## src/rtl/dac_servo_pkg.sv

```systemverilog
// Shared definitions for the DAC bias servo: FSM state encoding and the
// code clamp used when stepping the DAC code.
package dac_servo_pkg;

  typedef enum logic [1:0] {
    ST_IDLE   = 2'd0,
    ST_ACCUM  = 2'd1,
    ST_DECIDE = 2'd2,
    ST_SETTLE = 2'd3
  } servo_state_e;

  // Clamp a candidate code into [lo, hi].
  function automatic int clamp_code(input int v, input int lo, input int hi);
    int r;
    r = v;
    if (v < lo) r = lo;
    else if (v > hi) r = hi;
    return r;
  endfunction

endpackage

```

## src/rtl/servo_settle_timer.sv

```systemverilog
// Settle delay timer: after a start pulse it counts 0..SETTLE_CYCLES-1 and
// raises done during the final count. clear aborts a running count.
module servo_settle_timer #(
  parameter int SETTLE_CYCLES = 1000000
) (
  input  logic clk_in,
  input  logic reset_in,
  input  logic start,
  input  logic clear,
  output logic done
);

  localparam int CW = (SETTLE_CYCLES > 1) ? $clog2(SETTLE_CYCLES) : 1;

  logic          active_q, active_d;
  logic [CW-1:0] cnt_q, cnt_d;

  // Next-state logic for the counter; done marks the last settle cycle.
  always_comb begin
    done     = active_q && (cnt_q == CW'(SETTLE_CYCLES - 1));
    active_d = active_q;
    cnt_d    = cnt_q;
    if (clear) begin
      active_d = 1'b0;
      cnt_d    = '0;
    end else if (start) begin
      active_d = 1'b1;
      cnt_d    = '0;
    end else if (active_q) begin
      if (done) begin
        active_d = 1'b0;
        cnt_d    = '0;
      end else begin
        cnt_d = cnt_q + CW'(1);
      end
    end
  end

  // Counter registers with synchronous reset.
  always_ff @(posedge clk_in) begin
    if (reset_in) begin
      active_q <= 1'b0;
      cnt_q    <= '0;
    end else begin
      active_q <= active_d;
      cnt_q    <= cnt_d;
    end
  end

endmodule

```

## src/rtl/dac_bias_servo.sv

```systemverilog
// Closed-loop DAC bias servo. Averages 2^AVG_LOG2 zero-count windows, steps
// the DAC code toward TARGET outside a deadband, waits SETTLE_CYCLES after
// every code change, and reports lock and saturation status.
// Build option: define DAC_SERVO_COARSE_STEP_EN to use an 8*STEP correction
// when the error exceeds 8*DEADBAND.
module dac_bias_servo
  import dac_servo_pkg::*;
#(
  parameter int CNT_W         = 16,
  parameter int DAC_W         = 12,
  parameter int TARGET        = 32768,
  parameter int DEADBAND      = 1000,
  parameter int STEP          = 1,
  parameter int SETTLE_CYCLES = 1000000,
  parameter int AVG_LOG2      = 0,
  parameter int START_CODE    = 700,
  parameter int DAC_MIN       = 0,
  parameter int DAC_MAX       = 4095,
  parameter int LOCK_COUNT    = 4
) (
  input  logic             clk_in,
  input  logic             reset_in,
  input  logic             loop_en,
  input  logic             meas_valid,
  input  logic [CNT_W-1:0] meas_count,
  output logic [DAC_W-1:0] dac_code,
  output logic             dac_update,
  output logic             settling,
  output logic             locked,
  output logic             sat_hi,
  output logic             sat_lo
);

  localparam int SUM_W  = CNT_W + AVG_LOG2;
  localparam int NSAMP  = 1 << AVG_LOG2;
  localparam int SCNT_W = AVG_LOG2 + 1;
  localparam int LCK_W  = $clog2(LOCK_COUNT + 1);
  localparam logic signed [CNT_W+1:0] TGT_S = (CNT_W + 2)'(TARGET);
  localparam logic signed [CNT_W+1:0] DB_S  = (CNT_W + 2)'(DEADBAND);
`ifdef DAC_SERVO_COARSE_STEP_EN
  localparam logic signed [CNT_W+1:0] CDB_S = (CNT_W + 2)'(8 * DEADBAND);
`endif

  servo_state_e            state_q, state_d;
  logic [DAC_W-1:0]        dac_code_q, dac_code_d;
  logic                    upd_q, upd_d;
  logic                    locked_q, locked_d;
  logic                    sat_hi_q, sat_hi_d;
  logic                    sat_lo_q, sat_lo_d;
  logic [SUM_W-1:0]        sum_q, sum_d;
  logic [SCNT_W-1:0]       smp_q, smp_d;
  logic [LCK_W-1:0]        lock_q, lock_d;
  logic [CNT_W-1:0]        avg;
  logic signed [CNT_W+1:0] err;
  logic                    tmr_start, tmr_clear, tmr_done, oob;
  int                      code_i, step_i, up_i, dn_i, new_i;

  servo_settle_timer #(.SETTLE_CYCLES(SETTLE_CYCLES)) u_settle (
    .clk_in   (clk_in),
    .reset_in (reset_in),
    .start    (tmr_start),
    .clear    (tmr_clear),
    .done     (tmr_done)
  );

  assign avg = CNT_W'(sum_q >> AVG_LOG2);
  assign err = $signed({2'b00, avg}) - TGT_S;

  // Servo FSM next-state, code arithmetic, lock and saturation tracking.
  always_comb begin
    state_d    = state_q;
    dac_code_d = dac_code_q;
    upd_d      = 1'b0;
    locked_d   = locked_q;
    sat_hi_d   = sat_hi_q;
    sat_lo_d   = sat_lo_q;
    sum_d      = sum_q;
    smp_d      = smp_q;
    lock_d     = lock_q;
    tmr_start  = 1'b0;
    tmr_clear  = 1'b0;
    oob        = 1'b0;
    code_i     = int'(dac_code_q);
    step_i     = STEP;
`ifdef DAC_SERVO_COARSE_STEP_EN
    if (err > CDB_S || err < -CDB_S) step_i = 8 * STEP;
`endif
    up_i  = code_i + step_i;
    dn_i  = code_i - step_i;
    new_i = code_i;

    if (!loop_en) begin
      state_d   = ST_IDLE;
      sum_d     = '0;
      smp_d     = '0;
      tmr_clear = 1'b1;
    end else begin
      case (state_q)
        ST_IDLE: begin
          state_d = ST_ACCUM;
          sum_d   = '0;
          smp_d   = '0;
        end
        ST_ACCUM: begin
          if (meas_valid) begin
            sum_d = sum_q + SUM_W'(meas_count);
            if (smp_q == SCNT_W'(NSAMP - 1)) begin
              smp_d   = '0;
              state_d = ST_DECIDE;
            end else begin
              smp_d = smp_q + SCNT_W'(1);
            end
          end
        end
        ST_DECIDE: begin
          sum_d = '0;
          smp_d = '0;
          if (err > DB_S) begin
            oob      = 1'b1;
            new_i    = clamp_code(up_i, DAC_MIN, DAC_MAX);
            sat_hi_d = (up_i > DAC_MAX);
            sat_lo_d = 1'b0;
          end else if (err < -DB_S) begin
            oob      = 1'b1;
            new_i    = clamp_code(dn_i, DAC_MIN, DAC_MAX);
            sat_lo_d = (dn_i < DAC_MIN);
            sat_hi_d = 1'b0;
          end else begin
            sat_hi_d = 1'b0;
            sat_lo_d = 1'b0;
            if (lock_q != LCK_W'(LOCK_COUNT)) lock_d = lock_q + LCK_W'(1);
            locked_d = (lock_d == LCK_W'(LOCK_COUNT));
            state_d  = ST_ACCUM;
          end
          if (oob) begin
            lock_d   = '0;
            locked_d = 1'b0;
            if (new_i != code_i) begin
              dac_code_d = DAC_W'(new_i);
              upd_d      = 1'b1;
              tmr_start  = 1'b1;
              state_d    = ST_SETTLE;
            end else begin
              state_d = ST_ACCUM;
            end
          end
        end
        ST_SETTLE: begin
          if (tmr_done) begin
            state_d = ST_ACCUM;
            sum_d   = '0;
            smp_d   = '0;
          end
        end
        default: state_d = ST_IDLE;
      endcase
    end
  end

  // State and datapath registers; reset restores the power-on operating point.
  always_ff @(posedge clk_in) begin
    if (reset_in) begin
      state_q    <= ST_IDLE;
      dac_code_q <= DAC_W'(START_CODE);
      upd_q      <= 1'b0;
      locked_q   <= 1'b0;
      sat_hi_q   <= 1'b0;
      sat_lo_q   <= 1'b0;
      sum_q      <= '0;
      smp_q      <= '0;
      lock_q     <= '0;
    end else begin
      state_q    <= state_d;
      dac_code_q <= dac_code_d;
      upd_q      <= upd_d;
      locked_q   <= locked_d;
      sat_hi_q   <= sat_hi_d;
      sat_lo_q   <= sat_lo_d;
      sum_q      <= sum_d;
      smp_q      <= smp_d;
      lock_q     <= lock_d;
    end
  end

  assign dac_code   = dac_code_q;
  assign dac_update = upd_q;
  assign settling   = (state_q == ST_SETTLE);
  assign locked     = locked_q;
  assign sat_hi     = sat_hi_q;
  assign sat_lo     = sat_lo_q;

endmodule
```

## config.mk

```make
export PLATFORM = sky130hd
export DESIGN_NAME = dac_bias_servo
export DESIGN_NICKNAME = d
export VERILOG_FILES = /design/src/rtl/dac_servo_pkg.sv /design/src/rtl/servo_settle_timer.sv /design/src/rtl/dac_bias_servo.sv
export SDC_FILE = /design/constraint.sdc
export NUM_CORES = 1
export LEC_CHECK = 0
export CORE_MARGIN = 8
export CORE_UTILIZATION = 45
export CTS_CLUSTER_SIZE = 20
export DETAILED_ROUTE_END_ITERATION = 8
export PLACE_DENSITY_LB_ADDON = 0.12
export SLEW_MARGIN = 15
export SYNTH_ARGS = -nofsm -noshare
export SYNTH_HDL_FRONTEND = slang
export SYNTH_SLANG_ARGS = --single-unit
```

## constraint.sdc

```tcl
create_clock -name clk_in -period 2.86 [get_ports clk_in]
set_input_delay 0.286 -clock clk_in [delete_from_list [all_inputs] [get_ports clk_in]]
set_output_delay 0.286 -clock clk_in [all_outputs]
set_load 0.01 [all_outputs]
```

# == After elaboration in Yosys (flattened, before gate mapping) ==
# Index checks and enable logic that the tools add are counted.
# op_classes
addsub,7
eq_ne,14
n_reduce_logical,10
order_cmp,6
mux,49
bitwise_logic,1
# op_table
cell,count
32-bit two-way mux,6
16-bit case mux with 3 select lines,1
16-bit two-way mux,2
32-bit by 13-bit != test with 1-bit output,1
13-bit by 1-bit < comparator with 1-bit output (second input constant),2
13-bit two-way mux,2
3-bit two-way mux,8
20-bit by 1-bit adder with 20-bit output (second input constant),1
20-bit equality test (second input constant),1
1-bit two-way mux,20
20-bit two-way mux,1
17-bit by 11-bit > comparator with 1-bit output (second input constant),1
17-bit by 11-bit < comparator with 1-bit output (second input constant),1
16-bit by 16-bit subtractor with 17-bit output (second input constant),1
16-bit adder,1
2-bit two-way mux,7
12-bit by 1-bit adder with 13-bit output (second input constant),1
13-bit by 12-bit > comparator with 1-bit output (second input constant),1
13-bit > comparator (second input constant),1
12-bit by 1-bit subtractor with 13-bit output (second input constant),1
3-bit != test (second input constant),3
2-bit case mux with 4 select lines,1
4-bit AND reduction,2
2-bit by 1-bit != test with 1-bit output (second input constant),3
other kinds (14),18
# word_totals
inputBits,20
ff_bits,59
elab_cells,98

# == Logic depth before layout (Yosys ltp) ==
# Gate-level depths: netlist of the first run.
# depth
ltp_word,14
mapped_depth,12

# == By module ==
# A second synthesis of the first run with hierarchy kept.
# unflattened
cells_unflattened,555
hier_area_um2,4296.6
# by_module_without_submodules
module,n_inst,cells_each,seq_area_each_um2,area_per_inst_um2
dac_bias_servo,1,424,740.7,3198.1
servo_settle_timer,1,131,420.4,1098.6

# == Worst setup path before layout of the first run ==
# No wires, ideal clock.
# synth_path
path_type,register -> register
start,"reg dac_code_q[1], in the netlist dac_code[1]"
end,"reg dac_code_q[10], in the netlist dac_code[10]"
stages_incl_launch_ff,12
t_arrival_ns,2.726
n_path_buf,2
period_less_slack_ns,2.811
slack_ns,0.049
cell_sequence,dfxtp_1 buf_4 inv_1 ha_1 nand3_1 or4_1 nor4_1 a21oi_1 o311ai_4 buf_4 a31oi_1 a211oi_1
# synth_via
elab_chain_cells,10
word_cells_on_any_way,16
classes_between,add/sub: 2; order compare: 4; eq/ne: 1; mux: 8; reduce/logical: 1
# synth_rtl
element,line,rtl
from (decl),dac_bias_servo.sv:45,"logic [DAC_W-1:0] dac_code_q, dac_code_d;"
from (signal assigned),dac_bias_servo.sv:164,dac_code_q <= DAC_W'(START_CODE);
from (signal assigned),dac_bias_servo.sv:174,dac_code_q <= dac_code_d;
12-bit by 1-bit subtractor with 13-bit output,dac_bias_servo.sv:89,dn_i = code_i - step_i;
13-bit > comparator,dac_servo_pkg.sv:17,else if (v > hi) r = hi;
32-bit two-way mux,dac_servo_pkg.sv:17,
32-bit two-way mux,dac_servo_pkg.sv:16,if (v < lo) r = lo;
32-bit two-way mux,dac_bias_servo.sv:123,end else if (err < -DB_S) begin
32-bit two-way mux,dac_bias_servo.sv:118,if (err > DB_S) begin
32-bit two-way mux,dac_bias_servo.sv:98,case (state_q)
32-bit two-way mux,dac_bias_servo.sv:92,if (!loop_en) begin
32-bit by 13-bit != test with 1-bit output,dac_bias_servo.sv:138,if (new_i != code_i) begin
4-bit AND reduction (no source line),n/a,
# Several ways; a longest one is shown, not always the timed one. The select of a mux whose other input is x is not followed.
# A chain may end at the register's enable or synchronous reset.

# == Worst setup path in the final report of the first run ==
# layout_path
start,"reg dac_code_q[0], in the netlist dac_code[0]"
end,"reg dac_code_q[0], in the netlist dac_code[0]"
# Same word-level chain as after synthesis.

==> impl_results.md, run 1 <==
* Layout cells sized above 1 at around an eighth
* Top-area cell type share of the netlist area at between 20% and 30%
* Max-Cap Viols at 0
* Worst endpoint data arrival time at ~3 ns
* Worst-path clk slew at about 0.060 ns
* Top cell by count, worst path: buf_4
* Max Clk Rate at 366 MHz
* 1st-pass router iterations at 4
* Req. time, crit path at between 3 and 4 ns
* Max H-tree Level at 3
* Run status: finished, final reports clean
* Worst slew pin tran at 0.631 ns
* PortBufs at 36
* Pin count of the biggest net entering global routing at 23
* Leak Pwr at between 1.5 and 2 nW
* Sequential-to-total area share from yosys stat at between 20 and 30%
* CTS tree: built
* Die Span Y at ~110 um
* Slew Limit Fails at 0
* Dpl cell area at approximately 4700 um2
* Avg Vias per Cell at 5.81
* Prevailing post-synth register cell: dfxtp_1
* Most frequent cells after synthesis: nor2_1, dfxtp_1, a21oi_1, nand2_1, nand3_1
* Clk_lat worst skew at 0.35 ns
* Vias in the first global route at about 3900
* DRC Markers at 0
* CP startpoint kind: flop
* Worst hold-check path type: flop to flop
* GR Util All Layers at between 10% and 20%
* Critical path class: flop to flop
* Seq cells post-synth at between 50 and 60
* Die width at about 110 um
* Initial antenna violation count at 0
* # diodes at 0
* Synth async-reset ratio at 0%
* Mapped cell area at 4040 um2
* Max clock buf depth at 2
* GRT Residual Overflow at 0
* Initial Utilization at approximately 46%
* Syn_area_per_cell at just under 8 um2
* Synth top area cells: dfxtp_1, ha_1, a21oi_1, nor2_1, nand2_1
* Row Count at 34
* RePlAce Congestion at between 0.8 and 0.9
* Synth Area in XOR/XNOR at 7.59%
* Final min period at approximately 2.7 ns
* # nets final at around 640
* ANT nets after route at 0
* Skew final at 0.0135 ns
* CP max stage delay at between 0.4 and 0.5 ns
* Num ports at 37
* Setup crit end kind: flop
* CP Max Fanout at 6
* CP Buf/Inv Count at 3
* Period utilization at a little over nine tenths
* CP Cell Sequence: inv_1, ha_1, nand3_1, or4_4, nor4_4, a21oi_4, o311ai_4, buf_4, buf_4, o2111ai_1, a21oi_1
* Synth warn at 0
* Worst hold slack at around 0.46 ns
* Core footprint at 8720 um2
* HPWL Detailed at between 8000 and 9000 um
* Delay-heaviest family, CP: simple AND/OR/NAND/NOR gates
* Detailed Route WL at ~11000 um
* Synth Area in Compound Gates at between 20% and 30%
* Mapped Cells at ~530
* Cell variety after synth at 59
* Final Hold Viols at 0
* Slew HR at approximately 58%
* Pwr dens at ~350 nW/um2
* Final Cell Area at 4960 um2
* Total power at 1.75 mW
* Most instantiated library cell after synthesis: nor2_1
* Synth Area in Simple Gates at a little over a quarter
* Per-cell routed wire length at about 16 um
* Final setup fails at 0
* DRT iter0 DRCs at between 150 and 200
* Main combinational cell family by area after synthesis: simple AND/OR/NAND/NOR gates
* Vias at approximately 4100
* Post-synth top area cell: dfxtp_1
* RSZ-0062 raised after global routing: yes
* Adder-Cell Fraction of Synth Area at under 10%
* Global-route wire length before repair at 18600 um
* Slowest-stage cell, CP: or4_4
* P&R area growth vs syn at 22.8%
* Mapped Nets at 572
* Num CTS Buffers at 9
* Clk root buf: clkbuf_8
* CTS sink cnt at 58
* Mux cell area share after synthesis at less than 1%
* Post-synth EDFFs at 0
* DIE AREA at 12300 um2
* Peak VDD IR at around 0.00017 V
registers in the layout (all words and copies together), names as in the netlist:
| signal | count |
|---|---|
| u_settle.active_q | 1 |
| sat_hi | 1 |
| avg | 16 |
| state_q | 2 |
| dac_code | 12 |
| dac_update | 1 |
| sat_lo | 1 |
| u_settle.cnt_q | 20 |
| locked | 1 |
| lock_q | 3 |
cells by family after synthesis:
| logic type | Yosys count |
|---|---|
| AO/OA/AOI/OAI | 144 |
| multiplexers | 3 |
| AND/OR/NAND/NOR | 217 |
| adder cells (fa/ha/maj) | 26 |
| XOR/XNOR | 35 |
| flip-flops | 58 |
| buffers and inverters | 43 |
report_power, final:
part	switching, mW	total [mW]	internal, mW
logic	0.0835	0.157	0.0739
registers	0.00714	0.820	0.813
clock network	0.353	0.770	0.418
total	0.443	1.75	1.30
routing by layer:
| metal | vias to the layer above | global-route usage (%) | routed length, um | share of wire [%] |
|---|---|---|---|---|
| met5 | - | 0 | 0 | 0 |
| met4 | 0 | 8.92 | 283 | 2.6 |
| met3 | 24 | 3.25 | 589 | 5.4 |
| met2 | 108 | 28.6 | 5260 | 48 |
| met1 | 1894 | 21.8 | 4760 | 44 |
| li1 | 2048 | - | - | - |
stage by stage:
stage               cells  setup TNS [ns]  util [%]  setup slack (ns)
finish                701               0      56.9             0.126
global route          701         -0.0123      56.9           -0.0123
floorplan             526               0         -            0.0490
detailed placement    684         -0.0674      54.0           -0.0232
global placement      684               0      54.0            0.0752
CTS                   700               0      56.3            0.0326
worst register-to-register path, stage by stage, from the launching register on:
cell	delay (ns)
dfxtp_2	0.35
inv_1	0.08
ha_1	0.31
nand3_1	0.08
or4_4	0.44
nor4_4	0.30
a21oi_4	0.12
o311ai_4	0.42
buf_4	0.18
buf_4	0.11
o2111ai_1	0.11
a21oi_1	0.15
final timing paths:
kind	cells after the start	start	end	slack, ns
setup / recovery	11	dac_code[0]	dac_code[0]	0.13
hold / removal	2	sat_hi	sat_hi	0.46
setup reg to reg	11	dac_code[0]	dac_code[0]	0.13
hold reg to reg	2	sat_hi	sat_hi	0.46
cell usage in the layout, fill, tap and decap left out, types with 4 or more instances in the layout:
cell	instances
nor2b_1	4
a22oi_1	12
xor2_1	17
o21ai_0	26
a21o_1	6
buf_4	42
and2_1	5
nand2_1	45
ha_1	24
nor4_1	9
clkbuf_8	10
a21oi_1	46
a211oi_1	10
nand4_1	7
nor2_1	61
clkdlybuf4s50_1	36
nor3_1	15
and3_1	13
inv_1	17
dfxtp_1	56
xnor2_1	18
or3_1	5
a31oi_1	7
nand3_1	33
repair_timing:
action	in CTS	in global routing
resized for setup	0	11
endpoints found under the hold margin	0	0
endpoints found under the setup margin	4	33
buffers inserted	1	1
hold buffers	0	0
pin swaps	1	2
cell type report:
type | count | area, um2
clock inverters | 5 | 55.1
fillers | 831 | 3760
flip-flops and latches | 58 | 1160
inverters | 17 | 63.8
repair buffers | 78 | 676
well taps | 108 | 135
clock buffers | 10 | 138
multi-input cells | 425 | 2730
Note: power is estimated with default switching activity, not from simulation.
==> run 2: changes to the inputs <==
clock period = 2.65 ns   (was 2.86 ns; I/O delays follow)
==> run 2 against run 1 <==
Against the previous run:
- non-clock buffer count increased by 25
- worst setup slack got worse by 0.092 ns
- sequential cell count did not move
- first-iteration DRC count rose by 15%
- clock skew decreased by 0.0041 ns
- final area is 5.5% higher
- largest cell class unchanged
- highest routed layer unchanged
==> impl_results.md, run 2 (synthesized netlist as in run 1, its figures left out) <==
* DIE AREA at 12300 um2 (unchanged)
* Per-cell routed wire length at 15.9 um (was 15.5 um)
* Core Util, Final at 60.1% (was 56.9%)
* Peak VDD IR at 0.000194 V (was 0.000174 V)
* HPWL Detailed at 8530 um (was 8240 um)
* CP Cell Sequence: buf_4, ha_1, or4_4, nor4_4, buf_4, buf_4, buf_4, buf_4, buf_4, a21oi_1, or3_4, a21oi_2 (was inv_1, ha_1, nand3_1, or4_4, nor4_4, a21oi_4, o311ai_4, buf_4, buf_4, o2111ai_1, a21oi_1)
* Critical path class: flop to flop (unchanged)
* Fill cells at 825 (was 831)
* Avg Vias per Cell at 5.83 (was 5.81)
* Die Span Y at 111 um (unchanged)
* Vias in the first global route at 4134 (was 3914)
* DRC Markers at 0 (unchanged)
* CTS tree: built (unchanged)
* Register area at 1170 um2 (was 1160 um2)
* R2R setup slack at 0.03 ns (was 0.13 ns)
* Worst slew pin tran at 0.678 ns (was 0.631 ns)
* Final Hold Viols at 0 (unchanged)
* CTS sink cnt at 58 (unchanged)
* Worst endpoint data arrival time at 2.90 ns (was 3.00 ns)
* Slew Limit Fails at 0 (unchanged)
* Most frequent cells in the layout: buf_4, nor2_1, dfxtp_1 (was nor2_1, dfxtp_1, a21oi_1)
* Clk_lat worst skew at 0.35 ns (about the same)
* Req. time, crit path at 2.93 ns (was 3.13 ns)
* CP startpoint kind: flop (unchanged)
* RSZ-0062 raised after global routing: yes (unchanged)
* RePlAce Congestion at 0.904 (was 0.860)
* Fin Setup TNS at 0 ns (unchanged)
* Max-Cap Viols at 0 (unchanged)
* Vias at 4232 (was 4074)
* Worst-path clk slew at 0.06 ns (about the same)
* Leak Pwr at 1.98 nW (was 1.82 nW)
* GR Util All Layers at 17.9% (was 17.7%)
* Slew HR at 54.8% (was 57.6%)
* Setup crit end kind: flop (unchanged)
* Fin cells at 726 (was 701)
* Period utilization at 98.7% (was 95.6%)
* Final setup fails at 0 (unchanged)
* Initial Utilization at 46.3% (unchanged)
* P&R area growth vs syn at 29.6% (was 22.8%)
* Most common cell after layout, fill and taps aside: buf_4 (was nor2_1)
* Slowest-stage cell, CP: or4_4 (unchanged)
* Num ports at 37 (unchanged)
* Most flop-heavy register: u_settle.cnt_q (unchanged)
* Final min period at 2.62 ns (was 2.73 ns)
* Pin count of the biggest net entering global routing at 23 (unchanged)
* Detailed Route WL at 11500 um (was 10900 um)
* # diodes at 0 (unchanged)
* Max H-tree Level at 3 (unchanged)
* Pwr dens at 379 nW/um2 (was 352 nW/um2)
* 1st-pass router iterations at 5 (was 4)
* Global-route wire length before repair at 18800 um (was 18600 um)
* Skew final at 0.00941 ns (was 0.0135 ns)
* Num CTS Buffers at 9 (unchanged)
* CP Max Fanout at 8 (was 6)
* Max Clk Rate at 382 MHz (was 366 MHz)
* Worst hold-check path type: flop to flop (unchanged)
* Multi-input gate area at 2790 um2 (was 2730 um2)
* Clk root buf: clkbuf_8 (unchanged)
* Core footprint at 8720 um2 (unchanged)
* GRT Residual Overflow at 0 (unchanged)
* Max clock buf depth at 2 (unchanged)
* Run status: finished, final reports clean (unchanged)
* Inst Count DP at 703 (was 684)
* ANT nets after route at 0 (unchanged)
* Initial antenna violation count at 0 (unchanged)
* Top cell by count, worst path: buf_4 (unchanged)
* Layout cells sized above 1 at 18.8% (was 13.2%)
* Max reg flops at 20 (unchanged)
* PortBufs at 36 (unchanged)
* DRT iter0 DRCs at 202 (was 175)
* CP max stage delay at 0.53 ns (was 0.44 ns)
* Die width at 111 um (unchanged)
* # nets final at 660 (was 635)
* Row Count at 34 (unchanged)
==> run 2: metrics by stage <==
| step | hold WS (ns) | worst slack [ns] | cell area [um2] | total power [mW] |
|---|---|---|---|---|
| floorplan | 0.369 | 0.00747 | 4080 | 1.01 |
| global placement | 0.443 | -0.0816 | 4880 | 1.08 |
| detailed placement | 0.453 | -0.142 | 4880 | 1.09 |
| CTS | 0.462 | 0.00442 | 5150 | 2.00 |
| global route | 0.513 | -0.0562 | 5240 | 2.06 |
| finish | 0.473 | 0.0345 | 5240 | 1.99 |
==> run 2: final cells by class <==
cell class	count	area share, %
clock buffers	10	2.63
clock inverters	5	1.51
inverters	17	1.22
multi-input cells	425	53.2
flip-flops and latches	58	22.3
well taps	108	2.58
repair buffers	103	16.6
==> run 2: worst paths after layout <==
check,from,end,cells past startpoint
min reg2reg,sat_hi,sat_hi,2
max,dac_code[1],sat_hi,12
min,sat_hi,sat_hi,2
max reg2reg,dac_code[1],sat_hi,12
==> run 2: per-layer routing <==
metal / global-route usage (%) / wire length (um) / part of all wire (%)
met1: 20.0 / 5150 / 45
met2: 31.4 / 5600 / 49
met3: 3.68 / 497 / 4.3
met4: 8.74 / 293 / 2.5
met5: 0 / 0 / 0
==> run 2: power by group <==
group	internal (mW)	total, mW	switching, mW
logic	0.0901	0.182	0.0922
clock network	0.548	0.922	0.374
registers	0.876	0.884	0.00805
==> run 2: worst max-delay path, delay by kind of cell (launching register included) <==
family | cells | cell delay [ns]
flip-flops | 1 | 0.36
buffers and inverters | 6 | 0.69
AND/OR/NAND/NOR | 3 | 1.14
AO/OA/AOI/OAI | 2 | 0.17
adder cells (fa/ha/maj) | 1 | 0.18
==> run 2: timing repair <==
action	in CTS	in global routing
hold buffers	0	0
setup buffers	5	3
gates cloned	0	0
resized for setup	6	17
endpoints found under the setup margin	30	36
pin swaps	4	9
==> run 3: changes to the inputs <==
MAX_ROUTING_LAYER = met4   (was unset)
==> run 3 against run 2 <==
Against the previous run:
- first-iteration DRC count decreased by 2.5%
- count of clock-buffer cells in the layout stayed put
- routed wire length increased by 0.61%
- register-to-register slack better by 0.02 ns
- worst hold slack lost 0.012 ns
- combinational power up 2%
- total power increased by 1.1%
- global-route usage is 0.64 points higher
- worst setup slack gained 0.018 ns
- final area increased by 1.5%
- sequential cell count unchanged
- clock skew up 0.0039 ns
==> impl_results.md, run 3 (synthesized netlist as in run 1, its figures left out) <==
* Run status: finished, final reports clean (unchanged)
* Slew HR at 54.1% (was 54.8%)
* CP startpoint kind: flop (unchanged)
* Final min period at 2.60 ns (was 2.62 ns)
* Core footprint at 8720 um2 (unchanged)
* Critical path class: flop to flop (unchanged)
* Initial Utilization at 46.3% (unchanged)
* Vias in the first global route at 4061 (was 4134)
* Skew final at 0.0133 ns (was 0.00941 ns)
* CTS tree: built (unchanged)
* Reg power frac at 44.0% (was 44.5%)
* Pwr dens at 378 nW/um2 (was 379 nW/um2)
* Hold-fix buffers at CTS at 0 (unchanged)
* ANT nets after route at 0 (unchanged)
* # nets final at 663 (was 660)
* Detailed Route WL at 11600 um (was 11500 um)
* CP Cell Sequence: inv_4, ha_4, nand3_2, or4_4, nor4_4, a21oi_2, o311ai_4, buf_4, o2111ai_1, a21oi_1 (was buf_4, ha_1, or4_4, nor4_4, buf_4, buf_4, buf_4, buf_4, buf_4, a21oi_1, or3_4, a21oi_2)
* Clock group share of total power at 46.8% (was 46.4%)
* CTS sink cnt at 58 (unchanged)
* GRT Residual Overflow at 0 (unchanged)
* Met2 usage at 30.0% (was 31.4%)
* CP max stage delay at 0.44 ns (was 0.53 ns)
* Logic gate share of total power at 9.3% (was 9.2%)
* P&R area growth vs syn at 31.6% (was 29.6%)
* Die Span Y at 111 um (unchanged)
* Worst-path clk slew at 0.06 ns (about the same)
* RePlAce Congestion at 0.913 (was 0.904)
* Peak VDD IR at 0.000198 V (was 0.000194 V)
* Num ports at 37 (unchanged)
* Clk_lat worst skew at 0.35 ns (about the same)
* Post-place setup slack at -0.171 ns (was -0.142 ns)
* Slowest-stage cell, CP: or4_4 (unchanged)
* Row Count at 34 (unchanged)
* Worst slew pin tran at 0.689 ns (was 0.678 ns)
* Final Hold Viols at 0 (unchanged)
* NetSw at 0.493 mW (was 0.474 mW)
* DRT iter0 DRCs at 197 (was 202)
* Setup crit end kind: flop (unchanged)
* Avg Vias per Cell at 5.75 (was 5.83)
* Core Util, Final at 61.0% (was 60.1%)
* DIE AREA at 12300 um2 (unchanged)
* Worst hold-check path type: flop to flop (unchanged)
* Total power at 2.01 mW (was 1.99 mW)
* Slew Limit Fails at 0 (unchanged)
* 1st-pass router iterations at 5 (unchanged)
* Pin count of the biggest net entering global routing at 23 (unchanged)
* Max clock buf depth at 2 (unchanged)
* GR Util All Layers at 18.5% (was 17.9%)
* Per-cell routed wire length at 15.9 um (about the same)
* Die width at 111 um (unchanged)
* Period utilization at 98.0% (was 98.7%)
* Final setup fails at 0 (unchanged)
* Most frequent cells in the layout: buf_4, nor2_1, dfxtp_1 (unchanged)
* HPWL Detailed at 8480 um (was 8530 um)
* R2R setup slack at 0.05 ns (was 0.03 ns)
* Vias at 4195 (was 4232)
* Pint at 1.52 mW (was 1.51 mW)
* Max reg flops at 20 (unchanged)
* Worst endpoint data arrival time at 2.86 ns (was 2.90 ns)
* Num CTS Buffers at 9 (unchanged)
* Initial antenna violation count at 0 (unchanged)
* Met3 Track Usage GR at 4.06% (was 3.68%)
* Met1 Track Usage GR at 21.2% (was 20.0%)
* Leak Pwr at 2.00 nW (was 1.98 nW)
* Max H-tree Level at 3 (unchanged)
* PortBufs at 36 (unchanged)
* Fill cells at 757 (was 825)
* Setup ws final at 0.0522 ns (was 0.0345 ns)
* Most common cell after layout, fill and taps aside: buf_4 (unchanged)
* Max Clk Rate at 385 MHz (was 382 MHz)
* DRC Markers at 0 (unchanged)
* # diodes at 0 (unchanged)
* CP Max Fanout at 6 (was 8)
* Clk root buf: clkbuf_8 (unchanged)
* Req. time, crit path at 2.91 ns (was 2.93 ns)
* Global-route wire length before repair at 18700 um (was 18800 um)
* Net Sw Frac at 24.5% (was 23.8%)
* Most flop-heavy register: u_settle.cnt_q (unchanged)
* Layout cells sized above 1 at 20.3% (was 18.8%)
* Max-Cap Viols at 0 (unchanged)
* RSZ-0062 raised after global routing: yes (unchanged)
* Global route hottest layer: met2 (unchanged)
-- run 3: power by group through the flow --
| stage | Combinational, mW | Sequential [mW] | Clock, mW |
|---|---|---|---|
| 3_3_place_gp | 0.178 | 0.904 | 0 |
| 6_report | 0.186 | 0.883 | 0.939 |
| 5_1_grt | 0.205 | 0.884 | 0.994 |
| 4_1_cts | 0.183 | 0.885 | 0.955 |
| 2_1_floorplan | 0.104 | 0.903 | 0 |
| 3_5_place_dp | 0.181 | 0.905 | 0 |
-- run 3: routing by layer --
metal	part of all wire (%)	up-vias
li1	-	2105
met2	48	145
met1	44	1919
met4	2.4	0
met3	5.6	26
met5	0	-
-- run 3: cell type report --
type | instances | area (um2) | share of cell area (%)
Multi-Input combinational cell | 425 | 2820 | 53.1
Timing Repair Buffer | 106 | 905 | 17.0
Sequential cell | 58 | 1170 | 22.0
Inverter | 17 | 68.8 | 1.29
Clock buffer | 10 | 138 | 2.59
Clock inverter | 5 | 78.8 | 1.48
Tap cell | 108 | 135 | 2.54
-- run 3: what timing repair did --
item / 4_1_cts / 5_1_grt
pin swaps: 3 / 15
setup buffers: 5 / 4
cloned: 0 / 1
gates resized for setup: 7 / 32
endpoints found under the setup margin: 24 / 36
-- run 3: worst paths after layout --
| kind | start | endpoint | cells past startpoint |
|---|---|---|---|
| worst min register to register | sat_hi | sat_hi | 2 |
| worst min-delay path | sat_hi | sat_hi | 2 |
| worst max register to register | dac_code[1] | dac_code[0] | 10 |
| worst max-delay path | dac_code[1] | dac_code[0] | 10 |
-- run 3: critical path, delay by kind of cell (launching register included) --
family,cells,cell delay (ns)
compound gates,4,0.84
fa+ha+maj,1,0.27
buf+inv,2,0.26
flops,1,0.39
simple gates,3,0.77
-- run 3: metrics by stage --
stage / instance area, um2 / cells / hold WS (ns) / TNS (ns)
final: 5320 / 729 / 0.461 / 0
after global routing: 5320 / 729 / 0.488 / -1.59
after CTS: 5170 / 724 / 0.468 / 0
after detailed placement: 4880 / 704 / 0.459 / -0.421
after global placement: 4880 / 704 / 0.442 / -0.135
after floorplan: 4080 / 526 / 0.369 / 0
